===== src/rtl/if_fetch.sv =====
// ---------------------------------------------------------------------------
// if_fetch -- instruction fetch stage with IF/ID pipeline register.
//
// Issues one word fetch per cycle to instruction memory, absorbs memory wait
// states as bubbles, parks a completed word in a one-entry hold buffer when
// decode stalls, and applies decode redirects after one branch delay slot.
//
// Ports
//   clk            clock, all state on rising edge
//   reset          synchronous reset, active low
//   stall_D        decode hazard stall: IF/ID and PC_F hold
//   PCSrc_D[1:0]   00 seq, 01 NPC_B, 10 NPC_J, 11 NPC_JR
//   NPC_B/J/JR     redirect targets
//   imem_req       fetch request (FETCH state, out of reset)
//   imem_addr      word-aligned fetch address
//   imem_ready     memory completes the current request this cycle
//   imem_rdata     fetched word, valid with imem_ready
//   instr_D, PC_D, PC4_D, PC8_D, valid_D   IF/ID register
//   busy_F         request outstanding or hold buffer full
// ---------------------------------------------------------------------------
module if_fetch #(
    parameter logic [31:0] RESET_PC = 32'h0000_3000
) (
    input  logic        clk,
    input  logic        reset,
    input  logic        stall_D,
    input  logic [1:0]  PCSrc_D,
    input  logic [31:0] NPC_B,
    input  logic [31:0] NPC_J,
    input  logic [31:0] NPC_JR,
    output logic        imem_req,
    output logic [31:0] imem_addr,
    input  logic        imem_ready,
    input  logic [31:0] imem_rdata,
    output logic [31:0] instr_D,
    output logic [31:0] PC_D,
    output logic [31:0] PC4_D,
    output logic [31:0] PC8_D,
    output logic        valid_D,
    output logic        busy_F
);

    typedef enum logic {
        FETCH = 1'b0,
        HOLD  = 1'b1
    } state_t;

    state_t      state_q, state_d;
    logic [31:0] pc_f_q, pc_f_d;
    logic        pend_vld_q, pend_vld_d;
    logic [31:0] pend_pc_q, pend_pc_d;
    logic [31:0] hbuf_instr_q, hbuf_instr_d;
    logic [31:0] hbuf_pc_q, hbuf_pc_d;
    logic [31:0] instr_d_q, instr_d_d;
    logic [31:0] pc_d_q, pc_d_d;
    logic [31:0] pc4_d_q, pc4_d_d;
    logic [31:0] pc8_d_q, pc8_d_d;
    logic        valid_d_q, valid_d_d;

    logic        fetch_done;
    logic        redirect;
    logic [31:0] target;

    always_comb begin
        fetch_done = (state_q == FETCH) && imem_ready;
        redirect   = valid_d_q && !stall_D && (PCSrc_D != 2'b00);

        case (PCSrc_D)
            2'b01:   target = NPC_B;
            2'b10:   target = NPC_J;
            2'b11:   target = NPC_JR;
            default: target = pc_f_q + 32'd4;
        endcase

        state_d      = state_q;
        pc_f_d       = pc_f_q;
        pend_vld_d   = pend_vld_q;
        pend_pc_d    = pend_pc_q;
        hbuf_instr_d = hbuf_instr_q;
        hbuf_pc_d    = hbuf_pc_q;
        instr_d_d    = instr_d_q;
        pc_d_d       = pc_d_q;
        pc4_d_d      = pc4_d_q;
        pc8_d_d      = pc8_d_q;
        valid_d_d    = valid_d_q;

        // Next PC. The word completing now is the delay slot of any redirect
        // accepted this cycle or earlier, so the redirect target follows it.
        // A redirect in the same cycle beats an older pending one.
        if (fetch_done) begin
            if (redirect)
                pc_f_d = target;
            else if (pend_vld_q)
                pc_f_d = pend_pc_q;
            else
                pc_f_d = pc_f_q + 32'd4;
            pend_vld_d = 1'b0;
        end else if (redirect) begin
            if (state_q == HOLD) begin
                // Delay slot already sits in the hold buffer and PC_F has
                // moved past it, so the target is the very next fetch.
                pc_f_d     = target;
                pend_vld_d = 1'b0;
            end else begin
                pend_vld_d = 1'b1;
                pend_pc_d  = target;
            end
        end

        // IF/ID and hold buffer
        if (state_q == FETCH) begin
            if (imem_ready && stall_D) begin
                hbuf_instr_d = imem_rdata;
                hbuf_pc_d    = pc_f_q;
                state_d      = HOLD;
            end else if (imem_ready) begin
                instr_d_d = imem_rdata;
                pc_d_d    = pc_f_q;
                pc4_d_d   = pc_f_q + 32'd4;
                pc8_d_d   = pc_f_q + 32'd8;
                valid_d_d = 1'b1;
            end else if (!stall_D) begin
                // wait state: bubble, PCs keep their last value
                instr_d_d = 32'd0;
                valid_d_d = 1'b0;
            end
        end else if (!stall_D) begin
            instr_d_d = hbuf_instr_q;
            pc_d_d    = hbuf_pc_q;
            pc4_d_d   = hbuf_pc_q + 32'd4;
            pc8_d_d   = hbuf_pc_q + 32'd8;
            valid_d_d = 1'b1;
            state_d   = FETCH;
        end
    end

    always_ff @(posedge clk) begin
        if (!reset) begin
            state_q      <= FETCH;
            pc_f_q       <= RESET_PC;
            pend_vld_q   <= 1'b0;
            pend_pc_q    <= 32'd0;
            hbuf_instr_q <= 32'd0;
            hbuf_pc_q    <= 32'd0;
            instr_d_q    <= 32'd0;
            pc_d_q       <= 32'd0;
            pc4_d_q      <= 32'd0;
            pc8_d_q      <= 32'd0;
            valid_d_q    <= 1'b0;
        end else begin
            state_q      <= state_d;
            pc_f_q       <= pc_f_d;
            pend_vld_q   <= pend_vld_d;
            pend_pc_q    <= pend_pc_d;
            hbuf_instr_q <= hbuf_instr_d;
            hbuf_pc_q    <= hbuf_pc_d;
            instr_d_q    <= instr_d_d;
            pc_d_q       <= pc_d_d;
            pc4_d_q      <= pc4_d_d;
            pc8_d_q      <= pc8_d_d;
            valid_d_q    <= valid_d_d;
        end
    end

    // Gated by reset so the request drops in the reset cycle itself and
    // rises in the first cycle reset is released.
    assign imem_req  = reset && (state_q == FETCH);
    assign imem_addr = {pc_f_q[31:2], 2'b00};
    assign busy_F    = reset && ((state_q == HOLD) || !imem_ready);

    assign instr_D = instr_d_q;
    assign PC_D    = pc_d_q;
    assign PC4_D   = pc4_d_q;
    assign PC8_D   = pc8_d_q;
    assign valid_D = valid_d_q;

endmodule


===== config.mk =====
export PLATFORM = sky130hd
export DESIGN_NAME = if_fetch
export DESIGN_NICKNAME = d
export VERILOG_FILES = /design/src/rtl/if_fetch.sv
export SDC_FILE = /design/constraint.sdc
export NUM_CORES = 1
export LEC_CHECK = 0
export ABC_AREA = 1
export CAP_MARGIN = 20
export CORE_MARGIN = 1.5
export CORE_UTILIZATION = 40
export DETAILED_ROUTE_END_ITERATION = 12
export GPL_ROUTABILITY_DRIVEN = 0
export PLACE_DENSITY = 0.74
export SYNTH_ARGS = -nofsm -noshare
export SYNTH_HDL_FRONTEND = slang
export SYNTH_SLANG_ARGS = --single-unit

===== constraint.sdc =====
create_clock -name clk -period 1.98 [get_ports clk]
set_input_delay 0.396 -clock clk [delete_from_list [all_inputs] [get_ports clk]]
set_output_delay 0.396 -clock clk [all_outputs]
set_load 0.01 [all_outputs]

==> out/qor.txt <==
# H-tree levels -> 1
WL per Instance -> 17.2 µm
Clock Sinks -> 254
Initial DRT Pass Iterations -> 6
worst slew pin tran -> 0.551 ns
wirelength, routed -> 51,400 µm
Worst Setup End Kind -> output pin
largest net degree at the start of global routing -> 88
Fill cells -> 3,029
RSZ-0062 raised after global routing -> true
area grow syn2layout -> 43.5%
Yosys top cell by area -> dfxtp_1
Cell variety after synth -> 42
later-pin clock latency in the skew report -> 0.57 ns
worst setup path end -> imem_req
Vias/cell -> 5.37
dpl hpwl -> 37,100 µm
number of buffers and inverters on the critical path -> 2
PD cells -> 709 nW/µm²
worst setup margin -> -0.0228 ns
skew final -> 0.0129 ns
Max transition margin -> 0.630
DRC -> 0
RR Startpoint -> state_q$_SDFF_PN0_
io pins -> 297
Placed Cells -> 2,910
Die ar. -> 35,500 µm²
startpoint types -> flop
GRT Total Usage -> 0.276
initial core utilization -> 0.408
fin crit share -> 1.01
share of cells above drive strength 1 -> 0.163
Cell Area, Placed -> 18,100 µm²
Final setup violation count -> 3
leak pwr -> 8.24 nW
post-route insts no fill -> 2,984
Mapped Cells -> 2,144
clock buffer depth -> 3
max-slew violation count -> 0
r2r setup slk -> 0.01 ns
Tot Pwr -> 0.0140 W
CP Launch Point -> state_q$_SDFF_PN0_
PortBufs -> 294
Reg2Reg Capture Point -> PC8_D[23]$_SDFFE_PN0P_
Vias -> 16,000
worst-case vdd ir drop -> 0.000633 V
crit-path max FO -> 33
initial antenna violation count -> 1
Synth area leaders -> dfxtp_1 37%, nand2_1 17%, a21oi_1 8.5%, o21ai_0 6.2%, nor2_1 6.0%
CTS root buf -> clkbuf_16
fin crit period -> 2.00 ns
Post-synth EDFFs -> 0
Sum Neg Setup Slack -> -0.0256 ns
Max Clock Freq -> 0.499 GHz
Fin. Hold Viols -> 0
R2R depth -> 12
failing checks -> negative setup slack
Die X -> 188 µm
max-cap viol count -> 0
cts hold-fix bufs -> 0
register area -> 5120 µm²
Post-Syn Area -> 13,800 µm²
CP Data Arrival Time -> 1.61 ns
1st-iter DRT viols -> 1,471
#FFs+latches synth -> 254
Max stage delay cell, worst path -> dfxtp_4
post-synthesis sequential area ratio -> 0.370
TritonCTS clock tree -> built
n_diodes -> 0
Synth top area share -> 0.370
Worst EP required -> 1.58 ns
Ys Warns -> 0
most common flop cell mapped by yosys -> dfxtp_1
Worst-path clk slew -> 0.07 ns
synthesized area per cell -> 6.42 µm²
critical-path cell list -> buf_8, nor2_1, dlygate4sd2_1
Crit Path Class -> flop to output pin
Final ANT Viol Nets -> 0
area occupied by multi-input gates -> 7740 µm²
GR Overflow Total -> 0
Placement Setup Slack -> -0.222 ns
largest delay contributor family on the critical path -> buffers and inverters
Inserted Clock Buffers -> 28
slowest stage delay, CP -> 0.40 ns
HP Class -> primary input to flop
Crit path depth -> 3
final net count -> 2,653
asr flop ratio synth -> 0
first-pass GRT wire length -> 79,800 µm
vias in the first global route -> 15,400
core footprint -> 33,700 µm²
DIE HEIGHT -> 188 µm
outcome -> finished with violations
FP Rows -> 67
post-route cell area -> 19,700 µm²
-- layout by cell type (no fill, tap or decap), types with 6 or more instances in the layout --
cell type | synthesis | layout
o21ai_4 | 0 | 15
inv_2 | 8 | 10
a31oi_1 | 14 | 14
xor2_1 | 15 | 13
nand3_1 | 147 | 142
nor2_4 | 1 | 15
dlygate4sd2_1 | 0 | 21
dfxtp_1 | 254 | 226
clkbuf_16 | 0 | 31
buf_4 | 37 | 173
a21oi_1 | 233 | 232
nand2_2 | 3 | 36
o21ai_0 | 170 | 161
nor2_1 | 220 | 186
inv_1 | 150 | 148
nor2_2 | 9 | 29
buf_12 | 0 | 23
clkinv_2 | 0 | 10
nand2_1 | 619 | 585
clkdlybuf4s50_1 | 0 | 267
nand3_2 | 2 | 7
o211ai_1 | 35 | 35
o21ai_2 | 18 | 9
dfxtp_2 | 0 | 26
nand4_1 | 14 | 14
a211oi_1 | 6 | 6
o21ai_1 | 7 | 10
nor3_1 | 24 | 19
-- routing by layer --
layer | vias up | track usage | wire length [µm]
met5 | - | 0 | 8
met4 | 2 | 0.123 | 2310
met3 | 161 | 0.0499 | 4360
met2 | 755 | 0.463 | 24400
met1 | 7338 | 0.346 | 20300
li1 | 7764 | - | -
-- cell type report --
class	instances	share of cell area
multi-input combinational	1578	0.392
tap	448	0.0284
clock buffer	35	0.0379
inverter	159	0.0304
clock inverter	15	0.00786
timing repair buffer	495	0.244
sequential	254	0.260
-- state kept, by name (all words and copies together), names as in the netlist --
name          cells
hbuf_pc_q        32
pend_vld_q        1
hbuf_instr_q     32
valid_D           1
PC8_D            29
pc_f_q           32
pend_pc_q        32
PC_D             32
PC4_D            30
instr_D          32
state_q           1
-- per-stage QoR --
stage / hold slack (ns) / util
2_1_floorplan: 0.440 / -
3_3_place_gp: 0.447 / 0.537
3_5_place_dp: 0.453 / 0.537
4_1_cts: 0.351 / 0.570
5_1_grt: 0.378 / 0.586
6_report: 0.357 / 0.586
-- synth_stat cells (4+ instances only) --
cell type and n:
nand2_1 619, dfxtp_1 254, a21oi_1 233, nor2_1 220, o21ai_0 170, inv_1 150
nand3_1 147, clkbuf_1 78, buf_4 37, o211ai_1 35, buf_2 26, nor3_1 24
o21ai_2 18, xor2_1 15, a31oi_1 14, nand4_1 14, nor2_2 9, inv_2 8
buf_1 7, o21ai_1 7, a211oi_1 6, o2111ai_1 5, o21bai_1 5, buf_6 4
nand3b_1 4, or2_2 4, xnor2_1 4
-- how the worst min path moves through the flow --
stage | end | start | cells past startpoint | slack, ns
after floorplan | hbuf_instr_q[0]$_SDFFE_PN0P_ | hbuf_instr_q[0]$_SDFFE_PN0P_ | 2 | 0.44
after global placement | hbuf_instr_q[3]$_SDFFE_PN0P_ | hbuf_instr_q[3]$_SDFFE_PN0P_ | 2 | 0.45
after detailed placement | hbuf_instr_q[5]$_SDFFE_PN0P_ | hbuf_instr_q[5]$_SDFFE_PN0P_ | 2 | 0.45
after CTS | PC8_D[22]$_SDFFE_PN0P_ | reset | 4 | 0.35
after global routing | PC8_D[16]$_SDFFE_PN0P_ | reset | 4 | 0.38
final | PC8_D[17]$_SDFFE_PN0P_ | reset | 4 | 0.36
-- tightest hold or removal path: stages --
cell and delay (ns):
buf_4 0.13, buf_12 0.21, nand2_1 0.10, inv_1 0.03
-- power breakdown --
group          total [W]  internal [W]  switching, W
clock network    0.00522       0.00294       0.00227
logic            0.00304       0.00143       0.00161
registers        0.00574       0.00544      0.000306
-- timing repair --
| item | in CTS | in global routing |
|---|---|---|
| setup buffers | 7 | 13 |
| cloned | 1 | 3 |
| endpoints found under the hold margin | 0 | 0 |
| gates resized for setup | 78 | 112 |
| endpoints found under the setup margin | 57 | 60 |
| pin swaps | 14 | 17 |
-- kinds of logic after synthesis --
kind of cell | count (synthesis) | synth area share
AO/OA/AOI/OAI | 507 | 0.204
XOR/XNOR | 19 | 0.0121
adder cells (fa/ha/maj) | 3 | 0.00273
buffers and inverters | 313 | 0.102
flip-flops | 254 | 0.370
other | 1 | 0.000273
AND/OR/NAND/NOR | 1047 | 0.309
Power figures use the tool's default switching activity.
